--- src/rtl/boot_loader.sv ---
// Serial boot loader: parses 'L' (load) and 'G' (go) commands from the UART,
// writes load images into the byte RAM while the CPU is held, answers ACK/NAK.
module boot_loader #(
   parameter int unsigned ADDR_W  = 12,
   parameter int unsigned TIMEOUT = 1000000
) (
   input  logic              clk,
   input  logic              reset,
   input  logic [7:0]        rx_data,
   input  logic              rx_valid,
   output logic [7:0]        resp_data,
   output logic              resp_valid,
   input  logic              resp_ready,
   input  logic [ADDR_W-1:0] cpu_addr,
   input  logic [7:0]        cpu_data,
   input  logic              cpu_we,
   output logic [ADDR_W-1:0] mem_addr,
   output logic [7:0]        mem_data,
   output logic              mem_we,
   output logic              cpu_hold,
   output logic              busy
);

   localparam int unsigned   TMO_W    = 24;
   localparam logic [7:0]    CMD_LOAD = 8'h4C;
   localparam logic [7:0]    CMD_GO   = 8'h47;
   localparam logic [7:0]    RSP_ACK  = 8'h06;
   localparam logic [7:0]    RSP_NAK  = 8'h15;
   localparam logic [TMO_W-1:0] TMO_LAST = TMO_W'(TIMEOUT - 1);

   typedef enum logic [2:0] {
      S_IDLE, S_ADDR_H, S_ADDR_L, S_LEN, S_DATA, S_CSUM, S_RESP
   } state_t;

   state_t              state_q, state_d;
   logic                hold_q, hold_d;
   logic                busy_q, busy_d;
   logic                resp_valid_q, resp_valid_d;
   logic [7:0]          resp_data_q, resp_data_d;
   logic [ADDR_W-1:0]   addr_q, addr_d;
   logic [ADDR_W-1:0]   wr_addr_q, wr_addr_d;
   logic [7:0]          wr_data_q, wr_data_d;
   logic                wr_we_q, wr_we_d;
   logic [7:0]          count_q, count_d;
   logic [7:0]          csum_q, csum_d;
   logic [TMO_W-1:0]    tmo_q, tmo_d;

   logic                in_cmd_c;
   logic                tmo_expire_c;
   logic [7:0]          csum_sum_c;

   assign in_cmd_c     = state_q inside {S_ADDR_H, S_ADDR_L, S_LEN, S_DATA, S_CSUM};
   assign tmo_expire_c = in_cmd_c && !rx_valid && (tmo_q == TMO_LAST);
   assign csum_sum_c   = csum_q + rx_data;

   always_ff @(posedge clk or posedge reset) begin
      if (reset) begin
         state_q      <= S_IDLE;
         hold_q       <= 1'b1;
         busy_q       <= 1'b0;
         resp_valid_q <= 1'b0;
         resp_data_q  <= 8'h00;
         addr_q       <= '0;
         wr_addr_q    <= '0;
         wr_data_q    <= 8'h00;
         wr_we_q      <= 1'b0;
         count_q      <= 8'h00;
         csum_q       <= 8'h00;
         tmo_q        <= '0;
      end else begin
         state_q      <= state_d;
         hold_q       <= hold_d;
         busy_q       <= busy_d;
         resp_valid_q <= resp_valid_d;
         resp_data_q  <= resp_data_d;
         addr_q       <= addr_d;
         wr_addr_q    <= wr_addr_d;
         wr_data_q    <= wr_data_d;
         wr_we_q      <= wr_we_d;
         count_q      <= count_d;
         csum_q       <= csum_d;
         tmo_q        <= tmo_d;
      end
   end

   // Command sequencing; an idle gap inside a command aborts to RESP.
   always_comb begin
      state_d = state_q;
      unique case (state_q)
         S_IDLE:   if (rx_valid) state_d = (rx_data == CMD_LOAD) ? S_ADDR_H : S_RESP;
         S_ADDR_H: if (rx_valid) state_d = S_ADDR_L; else if (tmo_expire_c) state_d = S_RESP;
         S_ADDR_L: if (rx_valid) state_d = S_LEN;    else if (tmo_expire_c) state_d = S_RESP;
         S_LEN:    if (rx_valid) state_d = S_DATA;   else if (tmo_expire_c) state_d = S_RESP;
         S_DATA: begin
            if (rx_valid) begin
               if (count_q == 8'd1) state_d = S_CSUM;
            end else if (tmo_expire_c) begin
               state_d = S_RESP;
            end
         end
         S_CSUM:   if (rx_valid) state_d = S_RESP;   else if (tmo_expire_c) state_d = S_RESP;
         S_RESP:   if (resp_ready) state_d = S_IDLE;
         default:  state_d = S_IDLE;
      endcase
   end

   always_comb begin
      hold_d       = hold_q;
      busy_d       = (state_d != S_IDLE);
      resp_valid_d = resp_valid_q;
      resp_data_d  = resp_data_q;
      addr_d       = addr_q;
      wr_addr_d    = wr_addr_q;
      wr_data_d    = wr_data_q;
      wr_we_d      = 1'b0;
      count_d      = count_q;
      csum_d       = csum_q;
      tmo_d        = tmo_q;

      if (in_cmd_c) begin
         tmo_d = rx_valid ? '0 : tmo_q + TMO_W'(1);
         if (rx_valid) csum_d = csum_sum_c;
         if (tmo_expire_c) begin
            resp_valid_d = 1'b1;
            resp_data_d  = RSP_NAK;
         end
      end

      unique case (state_q)
         S_IDLE: begin
            if (rx_valid) begin
               if (rx_data == CMD_LOAD) begin
                  hold_d = 1'b1;
                  csum_d = 8'h00;
                  tmo_d  = '0;
               end else begin
                  resp_valid_d = 1'b1;
                  resp_data_d  = (rx_data == CMD_GO) ? RSP_ACK : RSP_NAK;
                  if (rx_data == CMD_GO) hold_d = 1'b0;
               end
            end
         end
         // Upper address bits beyond ADDR_W fall off in the width cast.
         S_ADDR_H: if (rx_valid) addr_d = ADDR_W'({rx_data, 8'h00});
         S_ADDR_L: if (rx_valid) addr_d = addr_q | ADDR_W'(rx_data);
         S_LEN:    if (rx_valid) count_d = rx_data;
         S_DATA: begin
            if (rx_valid) begin
               wr_we_d   = 1'b1;
               wr_addr_d = addr_q;
               wr_data_d = rx_data;
               addr_d    = addr_q + ADDR_W'(1);
               count_d   = count_q - 8'd1;
            end
         end
         S_CSUM: begin
            if (rx_valid) begin
               resp_valid_d = 1'b1;
               resp_data_d  = (csum_sum_c == 8'h00) ? RSP_ACK : RSP_NAK;
            end
         end
         S_RESP:   if (resp_ready) resp_valid_d = 1'b0;
         default: ;
      endcase
   end

   assign mem_addr   = hold_q ? wr_addr_q : cpu_addr;
   assign mem_data   = hold_q ? wr_data_q : cpu_data;
   assign mem_we     = hold_q ? wr_we_q   : cpu_we;
   assign cpu_hold   = hold_q;
   assign busy       = busy_q;
   assign resp_valid = resp_valid_q;
   assign resp_data  = resp_data_q;

endmodule

--- config.mk ---
export PLATFORM = sky130hd
export DESIGN_NAME = boot_loader
export DESIGN_NICKNAME = d
export VERILOG_FILES = /design/src/rtl/boot_loader.sv
export SDC_FILE = /design/constraint.sdc
export NUM_CORES = 1
export LEC_CHECK = 0
export BUFFER_PORTS_ARGS = -buffer_cell sky130_fd_sc_hd__buf_2
export CAP_MARGIN = 20
export CORE_MARGIN = 8
export CORE_UTILIZATION = 60
export CTS_BUF_LIST = sky130_fd_sc_hd__clkbuf_8
export DETAILED_ROUTE_END_ITERATION = 6
export PLACE_DENSITY_LB_ADDON = 0.2
export SKIP_CTS_REPAIR_TIMING = 1
export SLEW_MARGIN = 20
export SYNTH_ARGS = -nofsm -noshare
export SYNTH_HDL_FRONTEND = slang
export SYNTH_SLANG_ARGS = --single-unit
--- constraint.sdc ---
create_clock -name clk -period 9 [get_ports clk]
set_clock_uncertainty 0.1 [all_clocks]
set_input_delay 1.8 -clock clk [delete_from_list [all_inputs] [get_ports clk]]
set_output_delay 1.8 -clock clk [all_outputs]
set_load 0.02 [all_outputs]
# == After elaboration in Yosys (flattened, before gate mapping) ==
# Index checks and enable logic that the tools add are counted.
# word_totals
out_inout_bits,32
word_cells,95
reg_bits,87
# classes
muxes,50
n_bitwise,1
n_addsub,4
eq_ne,14
n_reduce_logical,14
# op_table
cell,n
$mux 24,5
$mux 8,13
$mux 12,4
$pmux 12 s3,1
$pmux 8 s2,2
$mux 3,10
$add 24x1->24 const B,1
$eq 24x20->1 const B,1
$pmux 3 s7,1
$eq 8x7->1 const B,2
$add 12x1->12 const B,1
$or 12x8->12,1
$mux 1,11
$mux 5,2
$eq 3x3->1 const B,3
$add 8x8->8,1
$eq 8x1->1 const B,1
$logic_not 8->1,1
$ne 2x2->1 const B,4
$sub 8x1->8 const B,1
$eq 3x2->1 const B,2
$reduce_and 3->1,2
$reduce_bool 3->1,2
$reduce_bool 5->1,1
other kinds (8),10

# == Logic depth before layout (Yosys ltp) ==
# depth
depth_word,9
mapped_depth,8
mapped_depth_nobuf,8

# == Worst setup path after synthesis ==
# OpenSTA, ideal clock, no wires.
# synth_path
kind,input port to output port
startpoint,input cpu_addr[0]
endpoint,output mem_addr[0]
path_buffers,0
t_arrival_ps,2102
setup_slack_ps,4998
cell_stages,1
path_cell_list,mux2_2
# synth_via
elab_chain_len,1
# synth_lines
item,line,text
"start, declared",14,"input logic [ADDR_W-1:0] cpu_addr,"
$mux 12,167,assign mem_addr = hold_q ? wr_addr_q : cpu_addr;
"end, declared",17,"output logic [ADDR_W-1:0] mem_addr,"
# Every way passes these cells.

# == Worst setup path in the final report ==
# layout_path
startpoint,input cpu_data[1]
endpoint,output mem_data[1]
# layout_via
elab_chain_len,1
# layout_lines
item,line,text
"start, declared",15,"input logic [7:0] cpu_data,"
$mux 8,168,assign mem_data = hold_q ? wr_data_q : cpu_data;
"end, declared",18,"output logic [7:0] mem_data,"
# Every way passes these cells.

==> results.yml <==
status:
  outcome: "finished clean"
logic_synthesis:
  async_flop_share_pct: 100
  synth_cells: 512
  synth_fa_ha_area_share_pct: 3.22
  netlist_area_um2: 4900
  syn-num-nets: 557
  synth_compound_area_share_pct: 14.2
  synth_edf_count: 0
  syn_avg_cell_area_um2: 9.57
  synth.top_cells.by_area: "dfrtp_1, mux2_2, o21ai_0"
  synth_top_area_share_pct: 43.9
  synth_xor_area_share_pct: 4.83
  ys.flop_type: "dfrtp_1"
  synth-seq-cells: 87
  synth-simple-area-share_pct: 20.4
  synth_warnings: 0
  synthMuxAreaShare_pct: 9.42
  yosysTopAreaCell: "dfrtp_1"
  ys_seq_area_share_pct: 44.5
  ys_types: 57
  synth_top_family_by_area: "simple AND/OR/NAND/NOR gates"
power_and_ir_drop:
  sequentialPowerShare_pct: 38.4
  vdd_drop_max_mv: 0.159
  total_leakage_power_uw: 0.00246
  combinationalPowerShare_pct: 45.1
  p_switching_uw: 697
  intPower_uw: 926
  powerDensity_nw_per_um2: 296
  power_frac_clock_pct: 16.5
  netSwitchingFraction_pct: 43.0
setup_path:
  slowest_stage: "mux2_2"
  path_max_fanout: 1
  crit_type: "input pin to output port"
  path_buf_inv: 2
  required_ns: 7.10
  r2r_start: "csum_q[0]"
  startpoint_type: "input pin"
  startpoint: "cpu_data[1]"
  critPathMostFrequentCell: "buf_2"
  crit_arrival_ns: 2.31
  cp-end-kind: "output port"
  path_cells: "buf_2 -> mux2_2 -> buf_2"
  crit_path_max_incr_delay_ns: 0.25
  cp_top_family: "buffers and inverters"
floorplan:
  initial_core_util_pct: 60.9
  num_rows: 33
  core_area_um2: 8050
  io_pins: 65
  dieWidth_um: 106
  fp.dieH_um: 106
  die-area_um2: 11300
timing:
  slew_viol_final: 0
  rsz0062_at_grt: "false"
  relSlewSlack_pct: 41.4
  max_freq_ghz: 0.238
  finalHoldViolCount: 0
  finalCriticalPeriod_ns: 4.21
  fin_tns_setup_ns: 0
  min_period_over_period_pct: 46.8
  worst_pin_slew_ns: 0.872
  setup_viol: 0
worst_hold_path:
  hp-start: "resp_data[2]"
  hold_path.class: "flop to flop"
cells_and_area:
  instances_no_fill: 679
  final_util_pct: 68.0
  drive_above_1_share_pct: 23.9
  final_nets: 614
  num_antenna_cells: 0
  nFillCells: 634
  synthToLayoutAreaGrowth_pct: 11.8
placed_design:
  dp_cells: 663
  dp_hpwl_mm: 7.90
  numPortBuffers: 64
  gp_congestion: 0.866
drt:
  drt_iter0_markers: 274
  via_per_inst: 5.98
  ant_nets: 0
  finalWirelength_mm: 11.3
  drt_pass1_iterations: 5
  drc: 0
  wire_per_inst_um: 16.6
  dr_total_vias: 4061
cts:
  clk_latency_ns: 0.37
  cts_tree: "yes"
  numCtsBuffers: 9
  clk_pin_slew_ns: 0.10
  htree_levels: 3
  clock_sinks: 87
  clockRootBuffer: "clkbuf_8"
  clockBufferDepth: 2
grt:
  track_usage_pct: 20.6
  grt.overflow.total: 0
  grt_pass1_vias: 4047
  antenna_found_initial: 0
  grt_first_pass_wirelength_mm: 19.1
  grt_max_degree: 88
flow_run:
  maxCapViolCount: 0
[cell families (layout without fill, tap and decap cells)]
group / after synthesis / in the layout
AO/OA/AOI/OAI: 120 / 120
XOR/XNOR: 27 / 27
adder cells (fa/ha/maj): 12 / 12
buffers and inverters: 41 / 103
flip-flops: 87 / 87
multiplexers: 41 / 41
AND/OR/NAND/NOR: 184 / 184
[power by group through the flow]
stage	Combinational (µW)	Sequential, µW	Clock (µW)
CTS	730	622	276
finish	732	624	267
global placement	704	625	0
floorplan	588	592	0
detailed placement	727	630	0
global route	815	646	288
[routing by layer]
layer | global-route usage (%) | vias up | wire, µm
met3 | 4.54 | 24 | 834
met5 | 0 | - | 0
met1 | 25.9 | 1959 | 4930
met2 | 33.0 | 144 | 5240
met4 | 9.85 | 0 | 259
li1 | - | 1934 | -
[worst reg2reg max path, stage by stage (launching register included)]
cell,delay [ns]
dfrtp_1,0.39
ha_1,0.21
fa_1,0.42
a211oi_1,0.35
nor2_1,0.10
a211oi_1,0.34
nand2_1,0.12
nor4bb_1,0.36
o21ai_0,0.15
[worst paths after layout]
kind                                end  cells past startpoint  slack [ns]
min in group asynchronous  resp_data[2]                      3        1.52
max in group asynchronous     csum_q[1]                      3        6.75
hold / removal             resp_data[2]                      1        0.38
setup reg to reg           resp_data[4]                      8        6.34
hold reg to reg            resp_data[2]                      1        0.38
setup / recovery            mem_data[1]                      3        4.79
[cells in the final DEF, fill, tap and decap left out, drive strengths merged, types with 7 or more instances in the layout]
cell type | synthesis | routed
and2 | 7 | 7
nand3 | 15 | 15
nor3 | 15 | 15
a21oi | 39 | 39
clkbuf | 9 | 9
ha | 11 | 11
xnor2 | 18 | 18
mux2 | 41 | 41
nor2 | 54 | 54
nand2 | 34 | 34
inv | 19 | 22
dfrtp | 86 | 86
nor4 | 8 | 8
o21ai | 45 | 45
xor2 | 9 | 9
buf | 12 | 67
and3 | 9 | 9
[through the flow]
| step | area, µm² | hold WS [ns] | power (µW) | setup WS [ns] |
|---|---|---|---|---|
| after global placement | 5280 | 0.347 | 1330 | 4.80 |
| after detailed placement | 5280 | 0.360 | 1360 | 4.72 |
| after CTS | 5470 | 0.385 | 1630 | 4.79 |
| after global routing | 5480 | 0.413 | 1750 | 4.78 |
| after floorplan | 4900 | 0.350 | 1180 | 4.85 |
| final | 5480 | 0.381 | 1620 | 4.79 |
[area by class of cell]
class	count	area [µm²]	area share, %
sequential	87	2180	39.8
clock inverter	7	71.3	1.30
inverter	20	76.3	1.39
timing repair buffer	67	347	6.33
clock buffer	9	124	2.26
multi-input combinational	384	2550	46.6
tap	105	131	2.40
[synthesized netlist by cell type, types with 6 or more instances]
cell type / instances
nand2b_1: 6
nor4_1: 6
and2_1: 7
xnor2_1: 18
dfrtp_1: 86
and3_1: 9
nor3_1: 14
clkbuf_1: 9
a21oi_1: 39
buf_2: 8
xor2_1: 9
o22ai_1: 6
inv_1: 18
mux2_2: 41
o21ai_0: 43
nor4b_1: 6
nor2_1: 54
nand2_1: 34
nand3_1: 15
ha_1: 11
[flip-flops by register name, indices dropped and copies added (netlist names)]
signal,flops
resp_valid,1
wr_we_q,1
count_q,8
tmo_q,24
cpu_hold,1
wr_addr_q,12
state_q,3
csum_q,8
resp_data,8
busy,1
addr_q,12
wr_data_q,8
(Power assumes the default switching activity.)
